--- src/rtl/cond_flag_unit.sv ---
// Execute-stage ARM condition unit: NZCV flag register, condition evaluation,
// control annulment, Execute/Memory boundary register and debug counters.
module cond_flag_unit #(
   parameter int CNT_W = 16
) (
   input  logic             clk,
   input  logic             rst_n,
   input  logic             valid_i,
   input  logic             stall_i,
   input  logic             flush_i,
   input  logic [3:0]       cond_i,
   input  logic [1:0]       flag_write_i,
   input  logic [3:0]       alu_flags_i,
   input  logic             reg_write_i,
   input  logic             mem_write_i,
   input  logic             pc_src_i,
   output logic             cond_ex_o,
   output logic             reg_write_o,
   output logic             mem_write_o,
   output logic             pc_src_o,
   output logic [3:0]       flags_o,
   output logic             valid_q,
   output logic             reg_write_q,
   output logic             mem_write_q,
   output logic             pc_src_q,
   input  logic             cnt_clr_i,
   output logic [CNT_W-1:0] exec_cnt_o,
   output logic [CNT_W-1:0] annul_cnt_o
);

   localparam logic [CNT_W-1:0] CNT_MAX = {CNT_W{1'b1}};

   logic [3:0]       flags_q, flags_d;
   logic             valid_d, reg_write_d, mem_write_d, pc_src_d;
   logic [CNT_W-1:0] exec_cnt_q, exec_cnt_d;
   logic [CNT_W-1:0] annul_cnt_q, annul_cnt_d;
   logic             flag_n, flag_z, flag_c, flag_v;
   logic             cond_pass;
   logic             accept;

   assign {flag_n, flag_z, flag_c, flag_v} = flags_q;

   always_comb begin
      cond_pass = 1'b0;
      case (cond_i)
         4'b0000: cond_pass = flag_z;
         4'b0001: cond_pass = ~flag_z;
         4'b0010: cond_pass = flag_c;
         4'b0011: cond_pass = ~flag_c;
         4'b0100: cond_pass = flag_n;
         4'b0101: cond_pass = ~flag_n;
         4'b0110: cond_pass = flag_v;
         4'b0111: cond_pass = ~flag_v;
         4'b1000: cond_pass = flag_c & ~flag_z;
         4'b1001: cond_pass = ~flag_c | flag_z;
         4'b1010: cond_pass = (flag_n == flag_v);
         4'b1011: cond_pass = (flag_n != flag_v);
         4'b1100: cond_pass = ~flag_z & (flag_n == flag_v);
         4'b1101: cond_pass = flag_z | (flag_n != flag_v);
         4'b1110: cond_pass = 1'b1;
         default: cond_pass = 1'b0;
      endcase
   end

   assign cond_ex_o   = valid_i & cond_pass;
   assign reg_write_o = reg_write_i & cond_ex_o;
   assign mem_write_o = mem_write_i & cond_ex_o;
   assign pc_src_o    = pc_src_i & cond_ex_o;
   assign accept      = valid_i & ~stall_i & ~flush_i;
   assign flags_o     = flags_q;
   assign exec_cnt_o  = exec_cnt_q;
   assign annul_cnt_o = annul_cnt_q;

   // Flags are written only by instructions that actually retire from Execute.
   always_comb begin
      flags_d = flags_q;
      if (accept && cond_ex_o) begin
         if (flag_write_i[1]) flags_d[3:2] = alu_flags_i[3:2];
         if (flag_write_i[0]) flags_d[1:0] = alu_flags_i[1:0];
      end
   end

   always_comb begin
      valid_d     = valid_q;
      reg_write_d = reg_write_q;
      mem_write_d = mem_write_q;
      pc_src_d    = pc_src_q;
      if (flush_i) begin
         valid_d     = 1'b0;
         reg_write_d = 1'b0;
         mem_write_d = 1'b0;
         pc_src_d    = 1'b0;
      end else if (!stall_i) begin
         valid_d     = valid_i;
         reg_write_d = reg_write_o;
         mem_write_d = mem_write_o;
         pc_src_d    = pc_src_o;
      end
   end

   always_comb begin
      exec_cnt_d  = exec_cnt_q;
      annul_cnt_d = annul_cnt_q;
      if (cnt_clr_i) begin
         exec_cnt_d  = '0;
         annul_cnt_d = '0;
      end else if (accept) begin
         if (cond_ex_o) begin
            if (exec_cnt_q != CNT_MAX) exec_cnt_d = exec_cnt_q + CNT_W'(1);
         end else begin
            if (annul_cnt_q != CNT_MAX) annul_cnt_d = annul_cnt_q + CNT_W'(1);
         end
      end
   end

   always_ff @(posedge clk or negedge rst_n) begin
      if (!rst_n) begin
         flags_q     <= '0;
         valid_q     <= 1'b0;
         reg_write_q <= 1'b0;
         mem_write_q <= 1'b0;
         pc_src_q    <= 1'b0;
         exec_cnt_q  <= '0;
         annul_cnt_q <= '0;
      end else begin
         flags_q     <= flags_d;
         valid_q     <= valid_d;
         reg_write_q <= reg_write_d;
         mem_write_q <= mem_write_d;
         pc_src_q    <= pc_src_d;
         exec_cnt_q  <= exec_cnt_d;
         annul_cnt_q <= annul_cnt_d;
      end
   end

endmodule
--- config.mk ---
export PLATFORM = sky130hd
export DESIGN_NAME = cond_flag_unit
export DESIGN_NICKNAME = d
export VERILOG_FILES = /design/src/rtl/cond_flag_unit.sv
export SDC_FILE = /design/constraint.sdc
export NUM_CORES = 1
export LEC_CHECK = 0
export ABC_AREA = 0
export CORE_MARGIN = 3
export CORE_UTILIZATION = 68
export CTS_CLUSTER_DIAMETER = 50
export DETAILED_ROUTE_END_ITERATION = 6
export DONT_BUFFER_PORTS = 1
export PLACE_DENSITY = 0.84
export SETUP_SLACK_MARGIN = 0.1
export SYNTH_ARGS = -nofsm -noshare
export SYNTH_HDL_FRONTEND = slang
export SYNTH_SLANG_ARGS = --single-unit
--- constraint.sdc ---
create_clock -name clk -period 3.3 [get_ports clk]
set_input_delay 0.33 -clock clk [delete_from_list [all_inputs] [get_ports clk]]
set_output_delay 0.33 -clock clk [all_outputs]
set_load 0.01 [all_outputs]
Yosys cells after proc, flatten, opt, wreduce, memory -nomap -nowiden
Index checks and enable logic that the tools add are counted.
- bits of input ports: 19
- word-level logic and storage cells: 73
- register bits: 40
- output and inout bits: 44
- eq/ne operators: 20
- add/subtract/negate cells: 2
- bitwise logic cells: 16
- reduce and logical (&&, ||, !) cells: 10
- multiplexer cells: 17
- operators by type and width (cell ; count):
    $mux 16 ; 8
    $add 16x1->16 const B ; 2
    $ne 16x16->1 const B ; 2
    $eq 4x4->1 const B ; 7
    $eq 4x3->1 const B ; 4
    $pmux 1 s15 ; 1
    $and 1x1->1 ; 8
    $eq 4x2->1 const B ; 2
    $mux 1 ; 8
    $reduce_bool 2->1 ; 4
    $not 1->1 ; 6
    $reduce_and 3->1 ; 2
    $eq 4x1->1 const B ; 1
    $logic_not 4->1 ; 1
    $ne 2x1->1 const B ; 2
    $reduce_and 2->1 ; 2
    $or 1x1->1 ; 2
    $eq 1x1->1 ; 1
    $logic_and 1x1->1 ; 1
    $ne 1x1->1 ; 1

Logic depth before layout (Yosys ltp)
- depth after elaboration: 7
- mapped depth: 10
- depth with buffers taken out: 7

Worst setup path before layout
Ideal clock, no wire load.
- path type: register -> output
- start point: register flags_q[3] (netlist: flags_o[3])
- end point: output port mem_write_o
- cell stages (with the launch flop): 10
- path slack: 920 ps
- buffers on the path: 2
- arrival: 2050 ps
- data required time: 2970 ps
- cell sequence: dfrtp_1 -> xnor2_1 -> a22oi_1 -> or3_1 -> o21ai_2 -> buf_4 -> nor2_1 -> nor2b_1 -> clkbuf_1 -> and2_1
- cells in the longest elaborated chain, start to end: 5
- elaborated cells on any way between the ends: 8
- those cells by class: 2 x eq/ne; 1 x mux; 5 x bitwise
- RTL lines (element ; RTL line ; text):
    start: declaration ; 33 ; logic [3:0] flags_q, flags_d;
    start signal: assignment ; 126 ; flags_q <= flags_d;
    $ne 1x1->1 or $eq 1x1->1 (tied branches) ; n/a ;
    $or 1x1->1 or $and 1x1->1 (tied branches) ; 59, 58 ;
    $pmux 1 s15 (*) ; 45 ; case (cond_i)
    $and 1x1->1 (*) ; 65 ; assign cond_ex_o = valid_i & cond_pass;
    via cond_ex_o ; 17 ; output logic cond_ex_o,
    $and 1x1->1 (*) ; 67 ; assign mem_write_o = mem_write_i & cond_ex_o;
    end: declaration ; 19 ; output logic mem_write_o,
Mark *: on every way through the listed nets, which the timed path passes. The rest lies on a longest branch.

Final worst setup path
- start point: register flags_q[3] (netlist: flags_o[3])
- end point: output port reg_write_o
- cells in the longest elaborated chain, start to end: 5
- elaborated cells on any way between the ends: 8
- those cells by class: 2 x eq/ne; 1 x mux; 5 x bitwise
- RTL lines (element ; RTL line ; text):
    $ne 1x1->1 or $eq 1x1->1 (tied branches) ; n/a ;
    $or 1x1->1 or $and 1x1->1 (tied branches) ; 59, 58 ;
    $pmux 1 s15 (*) ; 45 ;
    $and 1x1->1 (*) ; 65 ;
    via cond_ex_o ; 17 ;
    $and 1x1->1 (*) ; 66 ; assign reg_write_o = reg_write_i & cond_ex_o;
    end: declaration ; 18 ; output logic reg_write_o,
Marks and branches as above.

==> results.md <==
Synthesis:
- The share of synthesized registers carrying an async set or reset is 100.0%.
- The main combinational cell family by area after synthesis is simple AND/OR/NAND/NOR gates.
- In the synthesized netlist the dominant register cell turns out to be dfrtp_1.
- For this run, the number of Yosys warnings is 0.
- Summing the sequential cell areas from Yosys gives 41.34% of the chip area.
- The simple-gate share of the synthesized area is 27.29%.
- The synthesized-area fraction occupied by ao, oa, aoi and oai cells is 17.93%.
- Counting flops and latches in the post-synthesis netlist gives 40.
- The number of flops mapped to enable cells by yosys is 0.
- The synthesized-area fraction occupied by adder cells is 1.034%.
- A synthesized cell averages 9.569 um^2.
- Synthesis produced a netlist with a net count of 274.
- The summed instance area of the synthesized netlist is 2421 um^2.
- After synthesis, the netlist uses 56 different library cells.
- The synthesized instance count is 253.
- The share of synthesized area spent on multiplexers is 5.891%.
- The synthesized netlist devotes 2.532% of its cell area to XOR and XNOR gates.

STA:
- The maximum frequency from static timing analysis is 347.3 MHz.
- Setup total negative slack on the finished layout was measured at 0 ns.
- Setup repair after global routing left no endpoint under its margin.
- The worst pin sits at a relative slew slack of 41.55%.
- The final hold violation count is 0.
- The final hold slack is 0.03093 ns.
- The number of pins with negative max-slew slack in the final report is 0.
- For the pin with the worst max-slew slack, the measured transition is 0.8766 ns.
- The final setup violation count is 0.
- The worst clock skew is 0.004423 ns.
- Dividing the final minimum period by the clock period gives 87.25%.
- The post-layout minimum cycle time is 2.879 ns.

GRT:
- The largest net degree at the start of global routing is 41.
- The number of antenna violations at the first check in global routing is 0.
- The via count of the first global-routing pass is 2007.
- Global routing finished with a remaining overflow of 0.
- The overall fraction of global-route tracks in use is 26.43%.
- The first global-routing pass estimated 8.783 mm of wire.

Setup path:
- The reg-to-reg setup timing slack is 0.55 ns.
- Of all nets on the critical path, the largest fanout is 13.
- The critical path data required time is 2.97 ns.
- The category of the critical setup timing path is register to output pin.
- The capturing element type of the critical path is an output pin.
- STA classifies the critical path startpoint as a register.
- At the worst endpoint, the arrival time is 2.55 ns.

Detailed routing:
- The detailed router put a total of 2.144 mm of wire on met1.
- Signal routing reaches up to met4.
- The number of vias in the routed layout is 1994.
- In the detailed route, the total length drawn on met3 is 385 um.
- Before antenna repair, the detailed router went through 4 iterations.
- The sum of routed wire length over all layers is 5.384 mm.
- The DRC violation count after routing is 0.
- In the final routed layout, each cell accounts on average for 17.89 um.
- The met2 wire length is 2.776 mm.
- The number of DRC violations after detailed-routing iteration 0 is 96.
- The via density per instance is 6.625.
- In this run the remaining antenna-violating nets after routing total 0.

Final layout:
- The area overhead of the layout relative to synthesis is 5.116%.
- The fraction of final layout cells sized beyond drive strength 1 is 13.73%.
- The number of standard cells in the layout, taps in and fillers out is 301.
- The number of antenna diodes is 0.
- Once layout is complete, the utilization of the core stands at 75.08%.
- Across the whole layout, storage elements account for 1001 um^2.
- The number of fill cells in the layout is 243.
- The post-route standard cell area excluding fillers is 2545 um^2.
- The number of nets in the finished design is 276.
- In the final layout, the multi-input gates occupy 1334 um^2.

Clock network:
- The insertion delay of the later-clocked pin in the worst-skew pair is 0.35 ns.
- The clock passes through at most 2 buffers.
- After clock tree synthesis, the clock-pin slew on the worst setup and hold paths is 0.11 ns.
- The post-CTS setup-driven buffer insertion count is 0.
- Clock tree synthesis found a total of 40 sinks.
- The clock buffer count from CTS is 5.
- In this run the number of H-tree levels came out at 2.
- The cell at the root of the clock tree is clkbuf_4.
- TritonCTS built the clock tree.

Floorplan:
- Row generation in the floorplan step produced 21 rows.
- In this run the count of I/O pins placed on the die edge is 63.
- The starting utilization of the core area is 71.43%.
- The vertical extent of the die is 65.67 um.
- The area inside the core boundary is 3390 um^2.
- The full die area is 4313 um^2.
- The width of the die is 65.67 um.

Place:
- At the end of routability-driven placement, the weighted congestion stood at 0.8042.
- During placement, the flow inserted port buffers numbering 0.
- The wire-length estimate of the detail-placed layout is 3.782 mm.
- After detailed placement, the total cell area comes to 2439 um^2.
- In this run, placement finished with an instance count of 290.

Pwr:
- IR analysis of the VDD net gives a maximum drop of 0.2513 mV.
- The analysis attributes to cell leakage a power of 0.9981 nW.
- The power density relative to cell area is 391.2 nW/um^2.

Worst hold path:
- The path category of the worst min-delay check is input port to register.

Status:
- The flow ran to the end, and the final reports show no timing, DRC or antenna violations.

Flow run:
- The count of maximum capacitance violations is 0.
## kinds of logic (layout without fill, tap and decap cells)
logic type | after synthesis | count (layout)
AOI/OAI and AO/OA | 56 | 56
xor gates and xnor gates | 7 | 7
adders and majority gates | 2 | 2
buffers and inverters | 21 | 23
DFF | 40 | 40
muxes | 13 | 13
and+or+nand+nor | 114 | 114
## repair_timing
action                     in CTS  in global routing
setup endpoints to repair       0                  3
resized for setup               0                  2
hold buffers                    2                  2
hold endpoints to repair       40                  8
## final cells by class
cell class	instances	area share (%)
Sequential cell	40	39.33
Tap cell	46	2.262
Clock inverter	1	0.1967
Timing Repair Buffer	7	2.852
Inverter	9	1.327
Multi-Input combinational cell	192	52.41
Clock buffer	6	1.622
## per-stage QoR
step	setup WS (ns)	total power [mW]
after floorplan	0.9199	0.7276
after global placement	0.5277	0.7374
after detailed placement	0.4214	0.7498
after CTS	0.1012	0.9970
after global routing	0.2528	1.046
final	0.4206	0.9957
## report_power, final
group | leakage, nW | switching, mW | internal (mW)
clock network | 0.0281 | 0.155 | 0.0785
logic | 0.419 | 0.112 | 0.0824
registers | 0.551 | 0.0529 | 0.515
total | 0.998 | 0.320 | 0.676
## flip-flops by register name, indices dropped and copies added (netlist names)
| signal | count |
|---|---|
| mem_write_q | 1 |
| pc_src_q | 1 |
| annul_cnt_o | 16 |
| reg_write_q | 1 |
| exec_cnt_o | 16 |
| valid_q | 1 |
| flags_o | 4 |
## final timing paths
path	start	end	depth (start not counted)
hold reg to reg	mem_write_q	mem_write_q	1
max in group asynchronous	rst_n	exec_cnt_o[8]	2
min in group asynchronous	rst_n	flags_o[3]	2
hold / removal	cnt_clr_i	exec_cnt_o[0]	1
setup / recovery	flags_o[3]	reg_write_o	7
setup reg to reg	flags_o[3]	exec_cnt_o[7]	7
## critical path, stage by stage (launching register included)
cell and delay, ns:
dfrtp_1 0.50, xnor2_1 0.33, a22oi_1 0.12, or3_1 0.37, o21ai_4 0.20, nor2_1 0.12
nor2b_2 0.31, and2_1 0.23
## placed cells by master (no fill, tap or decap), types with 2 or more instances in the layout
master | Yosys | routed
nor4_1 | 3 | 3
or3b_2 | 2 | 2
a21oi_1 | 14 | 14
mux2_2 | 9 | 9
o31ai_1 | 6 | 6
ha_1 | 2 | 2
o21bai_1 | 2 | 2
nor3b_1 | 3 | 3
o21ai_0 | 5 | 5
and4_1 | 3 | 3
a32o_1 | 3 | 3
nor3_1 | 6 | 6
xnor2_1 | 7 | 7
or4_1 | 6 | 6
o31a_1 | 2 | 2
or2_2 | 2 | 2
and3_1 | 4 | 4
dlygate4sd3_1 | 0 | 3
o21a_1 | 5 | 5
mux2i_1 | 3 | 3
buf_4 | 2 | 3
dfrtp_1 | 40 | 40
a21o_1 | 2 | 2
nor2b_1 | 8 | 7
o211ai_1 | 2 | 2
o221a_2 | 2 | 2
nand2_1 | 10 | 10
inv_1 | 9 | 9
and2_1 | 5 | 5
nand3_1 | 13 | 13
nand4_1 | 8 | 8
nor2_1 | 24 | 24
clkbuf_4 | 0 | 5
or3_1 | 7 | 7
nor4_2 | 2 | 2
a31oi_1 | 2 | 2
## routing by layer
metal	GRT usage, %	up-vias
li1	-	954
met1	29.65	964
met2	45.81	69
met3	9.402	7
met4	9.585	0
met5	0	-
## synthesized netlist by cell type (2+ instances only)
| cell type | instances | area, um^2 |
|---|---|---|
| nor2_1 | 24 | 90.09 |
| nor3b_1 | 3 | 22.52 |
| o21bai_1 | 2 | 15.01 |
| and2_1 | 5 | 31.28 |
| nor2b_1 | 8 | 50.05 |
| or3_1 | 7 | 43.79 |
| nor4_1 | 3 | 18.77 |
| nor4_2 | 2 | 25.02 |
| o21a_1 | 5 | 37.54 |
| a21oi_1 | 14 | 70.07 |
| ha_1 | 2 | 25.02 |
| nand2_1 | 10 | 37.54 |
| and4_1 | 3 | 26.28 |
| or2_2 | 2 | 12.51 |
| nor3_1 | 6 | 30.03 |
| o221a_2 | 2 | 22.52 |
| a32o_1 | 3 | 30.03 |
| and3_1 | 4 | 25.02 |
| mux2_2 | 9 | 101.4 |
| o31ai_1 | 6 | 45.04 |
| nand3_1 | 13 | 65.06 |
| or4_1 | 6 | 45.04 |
| o211ai_1 | 2 | 15.01 |
| or3b_2 | 2 | 17.52 |
| xnor2_1 | 7 | 61.31 |
| dfrtp_1 | 40 | 1001 |
| clkbuf_1 | 7 | 26.28 |
| o21ai_2 | 2 | 17.52 |
| inv_1 | 9 | 33.78 |
| o31a_1 | 2 | 17.52 |
| nand4_1 | 8 | 50.05 |
| o21ai_0 | 5 | 25.02 |
| buf_2 | 2 | 10.01 |
| a31oi_1 | 2 | 12.51 |
| mux2i_1 | 3 | 30.03 |
| a21o_1 | 2 | 15.01 |
| buf_4 | 2 | 15.01 |
No activity file was read; power rests on OpenSTA's default activity.
